## config.mk

```make
export PLATFORM = sky130hd
export DESIGN_NAME = freq_count_ctrl_flat
export DESIGN_NICKNAME = d
export VERILOG_FILES = /design/src/rtl/freq_count_ctrl_if.sv /design/src/rtl/freq_count_ctrl.sv /design/src/flat_wrapper.sv
export SDC_FILE = /design/constraint.sdc
export NUM_CORES = 1
export LEC_CHECK = 0
export BUFFER_PORTS_ARGS = -buffer_cell sky130_fd_sc_hd__clkbuf_2
export CORE_MARGIN = 4
export CORE_UTILIZATION = 54
export DETAILED_ROUTE_END_ITERATION = 16
export GPL_TIMING_DRIVEN = 0
export HOLD_SLACK_MARGIN = 0.08
export PLACE_DENSITY = 0.83
export SLEW_MARGIN = 15
export SYNTH_ARGS = -nofsm -noshare
export SYNTH_HDL_FRONTEND = slang
export SYNTH_SLANG_ARGS = --single-unit
```

## constraint.sdc

```tcl
create_clock -name clk -period 2.3 [get_ports clk]
set_input_delay 0.23 -clock clk [delete_from_list [all_inputs] [get_ports clk]]
set_output_delay 0.23 -clock clk [all_outputs]
set_load 0.02 [all_outputs]
```

## src/rtl/freq_count_ctrl_if.sv

```systemverilog
// freq_count_ctrl_if: control/bus bundle for the byte-frequency counting
// sequencer of the Huffman encoder.
//   slave  modport - used by freq_count_ctrl (run control in, status/bus out)
//   master modport - used by the encoder FSM / bench driving the sequencer
//   start, abort, base_addr, word_count    : run control from the encoder FSM
//   HREADY, rollover_flag                  : bus beat accept, histogram overflow
//   clear_hist, read_enable, addr          : read-buffer / bus side controls
//   words_done, busy, done, err            : progress and handshake status
//   stall_cycles                           : only with FREQ_COUNT_CTRL_STALL_CNT_EN
interface freq_count_ctrl_if #(
  parameter int unsigned ADDR_WIDTH = 16,
  parameter int unsigned LEN_WIDTH  = 16
);
  logic                  start;
  logic                  abort;
  logic [ADDR_WIDTH-1:0] base_addr;
  logic [LEN_WIDTH-1:0]  word_count;
  logic                  HREADY;
  logic                  rollover_flag;
  logic                  clear_hist;
  logic                  read_enable;
  logic [ADDR_WIDTH-1:0] addr;
  logic [LEN_WIDTH-1:0]  words_done;
  logic                  busy;
  logic                  done;
  logic                  err;
`ifdef FREQ_COUNT_CTRL_STALL_CNT_EN
  logic [LEN_WIDTH-1:0]  stall_cycles;
`endif

  modport slave (
    input  start, abort, base_addr, word_count, HREADY, rollover_flag,
    output clear_hist, read_enable, addr, words_done, busy, done, err
`ifdef FREQ_COUNT_CTRL_STALL_CNT_EN
    , output stall_cycles
`endif
  );

  modport master (
    output start, abort, base_addr, word_count, HREADY, rollover_flag,
    input  clear_hist, read_enable, addr, words_done, busy, done, err
`ifdef FREQ_COUNT_CTRL_STALL_CNT_EN
    , input stall_cycles
`endif
  );
endinterface

```

## src/rtl/freq_count_ctrl.sv

```systemverilog
// freq_count_ctrl: sequencer for the byte-frequency counting phase.
// Clears the histogram, then streams word_count words starting at base_addr
// into the read buffer (one word per HREADY beat), and reports done, or a
// sticky err if the read buffer signals a histogram bin rollover.
// Ports:
//   clk   - system clock, rising edge
//   reset - synchronous, active-high
//   bus   - freq_count_ctrl_if.slave (run control, bus side, status)
// Optional: define FREQ_COUNT_CTRL_STALL_CNT_EN to add bus.stall_cycles, a
// saturating count of READ cycles that saw HREADY=0.
module freq_count_ctrl #(
  parameter int unsigned ADDR_WIDTH = 16,
  parameter int unsigned LEN_WIDTH  = 16
) (
  input logic              clk,
  input logic              reset,
  freq_count_ctrl_if.slave bus
);

  typedef enum logic [2:0] {
    S_IDLE,
    S_CLEAR,
    S_READ,
    S_DONE,
    S_ERROR
  } state_t;

  state_t                state;
  logic [LEN_WIDTH-1:0]  remaining;
  logic                  clear_hist;
  logic                  read_enable;
  logic [ADDR_WIDTH-1:0] addr;
  logic [LEN_WIDTH-1:0]  words_done;
  logic                  busy;
  logic                  done;
  logic                  err;

  always_ff @(posedge clk) begin
    if (reset) begin
      state       <= S_IDLE;
      remaining   <= '0;
      clear_hist  <= 1'b0;
      read_enable <= 1'b0;
      addr        <= '0;
      words_done  <= '0;
      busy        <= 1'b0;
      done        <= 1'b0;
      err         <= 1'b0;
    end else begin
      clear_hist <= 1'b0;
      done       <= 1'b0;
      case (state)
        // ERROR accepts a fresh start exactly like IDLE; abort only matters
        // in ERROR (it is a no-op in IDLE) and always beats start.
        S_IDLE, S_ERROR: begin
          if (bus.abort) begin
            if (state == S_ERROR) begin
              state <= S_IDLE;
              err   <= 1'b0;
            end
          end else if (bus.start) begin
            err        <= 1'b0;
            words_done <= '0;
            if (bus.word_count != '0) begin
              state      <= S_CLEAR;
              clear_hist <= 1'b1;
              busy       <= 1'b1;
              addr       <= bus.base_addr;
              remaining  <= bus.word_count;
            end else begin
              state <= S_DONE;
              done  <= 1'b1;
            end
          end
        end
        S_CLEAR: begin
          if (bus.abort) begin
            state <= S_IDLE;
            busy  <= 1'b0;
          end else if (bus.rollover_flag) begin
            state <= S_ERROR;
            busy  <= 1'b0;
            err   <= 1'b1;
          end else begin
            state       <= S_READ;
            read_enable <= 1'b1;
          end
        end
        S_READ: begin
          // Rollover is checked ahead of HREADY so a coinciding beat is dropped.
          if (bus.abort) begin
            state       <= S_IDLE;
            read_enable <= 1'b0;
            busy        <= 1'b0;
          end else if (bus.rollover_flag) begin
            state       <= S_ERROR;
            read_enable <= 1'b0;
            busy        <= 1'b0;
            err         <= 1'b1;
          end else if (bus.HREADY) begin
            addr       <= addr + ADDR_WIDTH'(1);
            words_done <= words_done + LEN_WIDTH'(1);
            remaining  <= remaining - LEN_WIDTH'(1);
            if (remaining == LEN_WIDTH'(1)) begin
              state       <= S_DONE;
              read_enable <= 1'b0;
              busy        <= 1'b0;
              done        <= 1'b1;
            end
          end
        end
        S_DONE: begin
          state <= S_IDLE;
        end
        default: begin
          state <= S_IDLE;
        end
      endcase
    end
  end

  assign bus.clear_hist  = clear_hist;
  assign bus.read_enable = read_enable;
  assign bus.addr        = addr;
  assign bus.words_done  = words_done;
  assign bus.busy        = busy;
  assign bus.done        = done;
  assign bus.err         = err;

`ifdef FREQ_COUNT_CTRL_STALL_CNT_EN
  logic                 launch;
  logic [LEN_WIDTH-1:0] stall_cycles;

  // Clearing on the launch edge makes the counter read zero during CLEAR.
  assign launch = ((state == S_IDLE) || (state == S_ERROR)) && bus.start &&
                  !bus.abort && (bus.word_count != '0);

  always_ff @(posedge clk) begin
    if (reset) begin
      stall_cycles <= '0;
    end else if (launch) begin
      stall_cycles <= '0;
    end else if ((state == S_READ) && !bus.HREADY && (stall_cycles != '1)) begin
      stall_cycles <= stall_cycles + LEN_WIDTH'(1);
    end
  end

  assign bus.stall_cycles = stall_cycles;
`endif

endmodule

```

## src/flat_wrapper.sv

```systemverilog
// flat-port wrapper written by rule: the top's interface ports become plain ports
module freq_count_ctrl_flat 
#(
  parameter int unsigned ADDR_WIDTH = 16,
  parameter int unsigned LEN_WIDTH  = 16
)
  (clk, reset, bus_start, bus_abort, bus_base_addr, bus_word_count, bus_HREADY, bus_rollover_flag, bus_clear_hist, bus_read_enable, bus_addr, bus_words_done, bus_busy, bus_done, bus_err);
  freq_count_ctrl_if #(.ADDR_WIDTH(ADDR_WIDTH), .LEN_WIDTH(LEN_WIDTH)) bus_i ();
  input logic clk;
  input logic reset;
  input wire logic [$bits(bus_i.start)-1:0] bus_start;
  input wire logic [$bits(bus_i.abort)-1:0] bus_abort;
  input wire logic [$bits(bus_i.base_addr)-1:0] bus_base_addr;
  input wire logic [$bits(bus_i.word_count)-1:0] bus_word_count;
  input wire logic [$bits(bus_i.HREADY)-1:0] bus_HREADY;
  input wire logic [$bits(bus_i.rollover_flag)-1:0] bus_rollover_flag;
  output wire logic [$bits(bus_i.clear_hist)-1:0] bus_clear_hist;
  output wire logic [$bits(bus_i.read_enable)-1:0] bus_read_enable;
  output wire logic [$bits(bus_i.addr)-1:0] bus_addr;
  output wire logic [$bits(bus_i.words_done)-1:0] bus_words_done;
  output wire logic [$bits(bus_i.busy)-1:0] bus_busy;
  output wire logic [$bits(bus_i.done)-1:0] bus_done;
  output wire logic [$bits(bus_i.err)-1:0] bus_err;
  assign bus_i.start = bus_start;
  assign bus_i.abort = bus_abort;
  assign bus_i.base_addr = bus_base_addr;
  assign bus_i.word_count = bus_word_count;
  assign bus_i.HREADY = bus_HREADY;
  assign bus_i.rollover_flag = bus_rollover_flag;
  assign bus_clear_hist = bus_i.clear_hist;
  assign bus_read_enable = bus_i.read_enable;
  assign bus_addr = bus_i.addr;
  assign bus_words_done = bus_i.words_done;
  assign bus_busy = bus_i.busy;
  assign bus_done = bus_i.done;
  assign bus_err = bus_i.err;
  freq_count_ctrl #(.ADDR_WIDTH(ADDR_WIDTH), .LEN_WIDTH(LEN_WIDTH)) u_core (.clk(clk), .reset(reset), .bus(bus_i));
endmodule
```

# Yosys cells after proc, flatten, opt, wreduce, memory -nomap -nowiden
# Index checks and enable logic that the tools add are counted.
[word_totals] mem_count=0 ramBits=0 regBits=56 mem_bits_ro=0 latchBits=0 input_bits=38
[op_classes] shift=0 bitwise_logic=2 eq_ne=19 n_div=0 n_reduce_logical=15 magnitude_cmp=0 add_sub_neg=3 multipliers=0 n_mux=59
[ops] op="two-way mux 16 bit" n=17
[ops] op="case mux 16 bit (2 select lines)" n=3
[ops] op="adder 16 x 1 -> 16 bit (second input constant)" n=2
[ops] op="two-way mux 3 bit" n=9
[ops] op="two-way mux 1 bit" n=24
[ops] op="== test 16 x 1 -> 1 bit (second input constant)" n=1
[ops] op="!= test 2 bit (second input constant)" n=8
[ops] op="nonzero test 16 bit" n=1
[ops] op="subtractor 16 x 1 -> 16 bit (second input constant)" n=1
[ops] op="AND reduction 7 bit" n=2
[ops] op="AND reduction 5 bit" n=2
[ops] op="case mux 3 bit (3 select lines)" n=1
[ops] op="!= test 3 bit (second input constant)" n=2
[ops] op="case mux 1 bit (2 select lines)" n=3
[ops] op="AND reduction 6 bit" n=1
[ops] op="nonzero test 2 bit" n=3
[ops] op="!= test 2 x 1 -> 1 bit (second input constant)" n=2
[ops] op="!= test 4 x 3 -> 1 bit (second input constant)" n=1
[ops] op="!= test 4 bit (second input constant)" n=1
[ops] op="AND reduction 4 bit" n=1
[ops] op="OR reduction 2 bit" n=2
[ops] op="OR reduction 4 bit" n=1
[ops] op="== test 3 x 1 -> 1 bit (second input constant)" n=1
[ops] op="== test 3 x 2 -> 1 bit (second input constant)" n=1
[ops] op="7 further kinds" n=8

# Depth between registers and ports, before layout
[depth] ltp_word=6 ltp_mapped=8

# Worst setup path before layout
# Ideal clock, no wire load.
[synth_timing] path_kind="flip-flop to flip-flop" startpoint="register u_core.addr[0] (netlist: u_core.bus.addr[0])" endpoint="register u_core.addr[15] (netlist: u_core.bus.addr[15])" period_less_slack_ns=1.650 path_buffers=0 setup_time_ns=0.133 arrival_time_ns=1.518 slack_ns=0.650 path_stages_with_launch=6 cell_sequence="dfxtp_1 -> and4_1 -> nand2_1 -> nor4_1 -> mux2i_1 -> a21oi_1"
[synth_via] elab_chain_len=5
[synth_rtl] element="start: declaration" line_no="freq_count_ctrl.sv:32" rtl="logic [ADDR_WIDTH-1:0] addr;"
[synth_rtl] element="start signal: assignment" line_no="freq_count_ctrl.sv:68" rtl="addr <= bus.base_addr;"
[synth_rtl] element="start signal: assignment" line_no="freq_count_ctrl.sv:101" rtl="addr <= addr + ADDR_WIDTH'(1);"
[synth_rtl] element="adder 16 x 1 -> 16 bit" line_no="freq_count_ctrl.sv:101"
[synth_rtl] element="two-way mux 16 bit" line_no="freq_count_ctrl.sv:100" rtl="end else if (bus.HREADY) begin"
[synth_rtl] element="two-way mux 16 bit" line_no="freq_count_ctrl.sv:95" rtl="end else if (bus.rollover_flag) begin"
[synth_rtl] element="two-way mux 16 bit" line_no="freq_count_ctrl.sv:91" rtl="if (bus.abort) begin"
[synth_rtl] element="case mux 16 bit (2 select lines)" line_no="freq_count_ctrl.sv:52" rtl="case (state)"
# Every way passes these cells. The select of a mux whose other input is x is not followed.
# A chain may end at the register's enable or synchronous reset.

# Worst setup path after layout
[layout_timing] startpoint="register u_core.remaining[2]" endpoint="register u_core.remaining[14]"
[layout_via] elab_chain_len=5
[layout_rtl] element="start: declaration" line_no="freq_count_ctrl.sv:29" rtl="logic [LEN_WIDTH-1:0] remaining;"
[layout_rtl] element="start signal: assignment" line_no="freq_count_ctrl.sv:69" rtl="remaining <= bus.word_count;"
[layout_rtl] element="start signal: assignment" line_no="freq_count_ctrl.sv:103" rtl="remaining <= remaining - LEN_WIDTH'(1);"
[layout_rtl] element="subtractor 16 x 1 -> 16 bit" line_no="freq_count_ctrl.sv:103"
[layout_rtl] element="two-way mux 16 bit" line_no="freq_count_ctrl.sv:100"
[layout_rtl] element="two-way mux 16 bit" line_no="freq_count_ctrl.sv:95"
[layout_rtl] element="two-way mux 16 bit" line_no="freq_count_ctrl.sv:91"
[layout_rtl] element="case mux 16 bit (2 select lines)" line_no="freq_count_ctrl.sv:52"
# Every way passes these cells. The select of a mux whose other input is x is not followed.

==> metrics list <==
* Highest fanout seen on the critical path: 7
- TritonCTS built the clock tree.
* Ys Warns: 0
* Utilization of the core after routing: 67.0%
- Crit path max-delay cell type: nor4_4
- Min Tclk post-route: 1.90 ns
* Iter 0 DRT Violations: 323
* Wirelength per Cell: 17.4 um
- For the worst-skew pair, the clock arrives at the later sink with an insertion delay of 0.32 ns.
- Slew at the pin closest to its max-slew limit: ~0.65 ns
* P&R area growth vs syn: 16.9%
- Ranked by instance count, the synthesized netlist is headed by nand2_1, dfxtp_1, a21oi_1.
- Adding up every negative setup slack in the final design gives 0 ns.
- Global-route wire length before repair: roughly 16000 um
- Clock-pin transition on the worst setup and hold timing paths: 0.11 ns
* Overall via count from detail_route: 3605
- At the end of routability-driven placement, the weighted congestion stood at between 0.9 and 1.
- A synthesized cell averages about 7.8 um2.
- Counting flops with an async set or reset pin after synthesis yields a share of 0%.
- Syn Inst Count: 416
* Kind of cell adding the most delay to the critical path: simple AND/OR/NAND/NOR gates
- CTS Buf Count: 5
* Router iterations before antenna repair: 6
- Antenna violations before repair: 0
* Number of maximum-capacitance violations: 0
- Number of synthesized flops with an enable pin: 0
* Vias per cell: 6.34
* Hold violation total from the final report: 0
- The initialized floorplan defines 27 standard-cell rows.
* Post-synthesis instance area: 0.00324 mm2
- Setup repair after global routing left no endpoint under its margin.
* Static leakage: 1.45 nW
* Post-Synthesis Net Count: 458
* Power, Total: 1.95 mW
- STA classifies the critical path endpoint as a flop.
* Sequential element share of the synthesized area: approximately 35%
- Number of H-tree levels: 2
- Summing all non-filler instances in the final layout gives an area of about 0.0038 mm2.
- VDD sags by at most 0.243 mV.
- Most instantiated flip-flop cell in the synthesis netlist: dfxtp_1
* Final hold slack: 0.137 ns
* Number of nets in the layout: roughly 540
- Crit path cell chain: nor4_4, nand4_1, or3_1, a32oi_1, nor2_1
- The clock passes through at most 2 buffers.
- After filler insertion, the fill cell instance count of the layout stands at 520.
* Number of hold buffers added after CTS: 0
- Counting flops and latches in the post-synthesis netlist gives 56.
* Sequential cell area: 0.00112 mm2
- Slew headroom: 56.1%
- Once detail routing completed, the nets flagged for antenna violations numbered 0.
- Largest net degree at the start of global routing: 19
- Top-level port count: 75
* Chip Width: 85.4 um
- The synthesized design devotes to its leading area cell type about a third of total area.
- Required time of the critical path: approximately 2.5 ns
* Most common cell in the netlist: nand2_1
- Power spread over the standard cell area amounts to 514 mW/mm2.
- The number of buffers and inverters on the critical path is 0.
* Number of setup violations in the final report: 0
* Multi-input logic area: 0.00194 mm2
- Sorting the synthesized cells by area gives the leading types as dfxtp_1, nand2_1, a21oi_1, o21ai_0, nor2_1.
- The worst setup path is of the flop to flop kind.
* Number of library cell types mapped by synthesis: 66
- Final WS setup: 0.405 ns
* Count of unresolved DRC violations after routing: 0
* Total global-route track usage: ~27%
* Post-cts gate resize count: 0
* Critical Path Max Stage Delay: approximately 0.47 ns
- Num Clock Sinks: 56
* Critical path data arrival time: around 2.1 ns
* Final count of pins violating max slew: 0
* Fin cells: 569
* Fin crit share: about 80%
- Half-perimeter wire length of the detailed placement result: 7200 um
- Maximum achievable frequency: 528 MHz
- CTS Root Buffer Type: clkbuf_8
- The initial utilization of the core area, before any placement, comes to between 50% and 60%.
- Crit path launch type: flop
* Placed instance count: 561
- Prior to clock tree synthesis, the placed netlist has a worst setup slack of 0.161 ns.
* Area of placed instances: 0.00369 mm2
* Vias in the first global route: 3401
- Clk_skew: 0.0137 ns
* Overflow left after global routing: 0
- Port bufs: 73
- Hold Path Class: primary input to flop
* Final Routed Wirelength: about 9900 um
- Result of the run: finished, final reports clean
- Measured along the y axis, the die boundary spans 85.4 um.
- Core box area: 0.00564 mm2
- The number of antenna diodes in the final layout is 0.
* Floorplan die area: 0.00729 mm2
* Post CTS Setup Buffer Count: 0
- Of the cells placed in the final design, the portion with a size suffix greater than 1 is 22.1%.
- Yosys top cell by area: dfxtp_1
==> worst min-delay path, delay by kind of cell <==
family	cells	cell delay (ns)
AO/OA/AOI/OAI	1	0.07
AND/OR/NAND/NOR	1	0.04
buffers and inverters	1	0.08
==> metal layers <==
metal / wire length, um / track usage (%) / share of wire [%]
met5: 0 / 0 / 0
met3: 959 / 5.15 / 9.7
met1: 4010 / 33.6 / 40
met2: 4690 / 45.6 / 47
met4: 252 / 9.21 / 2.5
==> cells in the final DEF, fill, tap and decap left out, types with 3 or more instances in the layout <==
cell type / synthesis / final
clkbuf_2: 0 / 73
nand2_1: 62 / 62
dfxtp_1: 56 / 56
a21oi_1: 41 / 41
nor2_1: 35 / 35
o21ai_0: 28 / 28
clkbuf_1: 14 / 14
nor3_1: 13 / 13
nand3_1: 13 / 13
nor4_1: 10 / 10
xnor2_1: 9 / 9
inv_1: 8 / 8
nand4_1: 8 / 8
a211oi_1: 8 / 8
buf_2: 7 / 7
o32ai_1: 7 / 7
or3_1: 6 / 6
o21ai_1: 5 / 5
and4_1: 5 / 5
clkbuf_8: 0 / 5
ha_1: 4 / 4
buf_6: 3 / 3
a22oi_1: 3 / 3
mux2i_1: 3 / 3
o21a_1: 3 / 3
o221ai_1: 3 / 3
nand3b_1: 3 / 3
nand2b_1: 3 / 3
xor2_1: 3 / 3
o22ai_1: 3 / 3
==> path summary, 6_finish.rpt <==
kind | startpoint | to | slack [ns] | cells past startpoint
worst min register to register | u_core.bus.err | u_core.bus.err | 0.46 | 2
worst max-delay path | u_core.remaining[2] | u_core.remaining[14] | 0.40 | 5
worst min-delay path | bus_base_addr[1] | u_core.bus.addr[1] | 0.14 | 3
worst max register to register | u_core.remaining[2] | u_core.remaining[14] | 0.40 | 5
==> state kept, by name, summed over array words and instances (netlist names) <==
signal and cells:
u_core.bus.addr 16, u_core.bus.words_done 16, u_core.remaining 16, u_core.state 3, u_core.bus.busy 1, u_core.bus.clear_hist 1
u_core.bus.done 1, u_core.bus.err 1, u_core.bus.read_enable 1
==> cell type report <==
| class | instances | share of cell area [%] |
|---|---|---|
| multi-input combinational | 324 | 51.3 |
| sequential | 56 | 29.6 |
| timing repair buffer | 73 | 9.66 |
| buffer | 27 | 3.70 |
| tap | 72 | 2.38 |
| clock buffer | 5 | 1.82 |
| inverter | 9 | 0.893 |
| clock inverter | 3 | 0.595 |
==> power by group <==
part	internal [mW]	total [mW]	leakage, nW	switching, mW
registers	1.00	1.04	0.456	0.0393
logic	0.127	0.336	0.946	0.209
clock network	0.219	0.567	0.0485	0.347
==> kinds of logic after synthesis <==
group           count (synthesis)  share of synthesized area (%)
xor+xnor                       12                           3.25
flops                          56                           34.6
compound gates                130                           26.8
mux                             3                          0.928
simple gates                  175                           27.5
fa+ha+maj                       4                           1.55
buf+inv                        36                           5.37
Note: power is estimated with default switching activity, not from simulation.
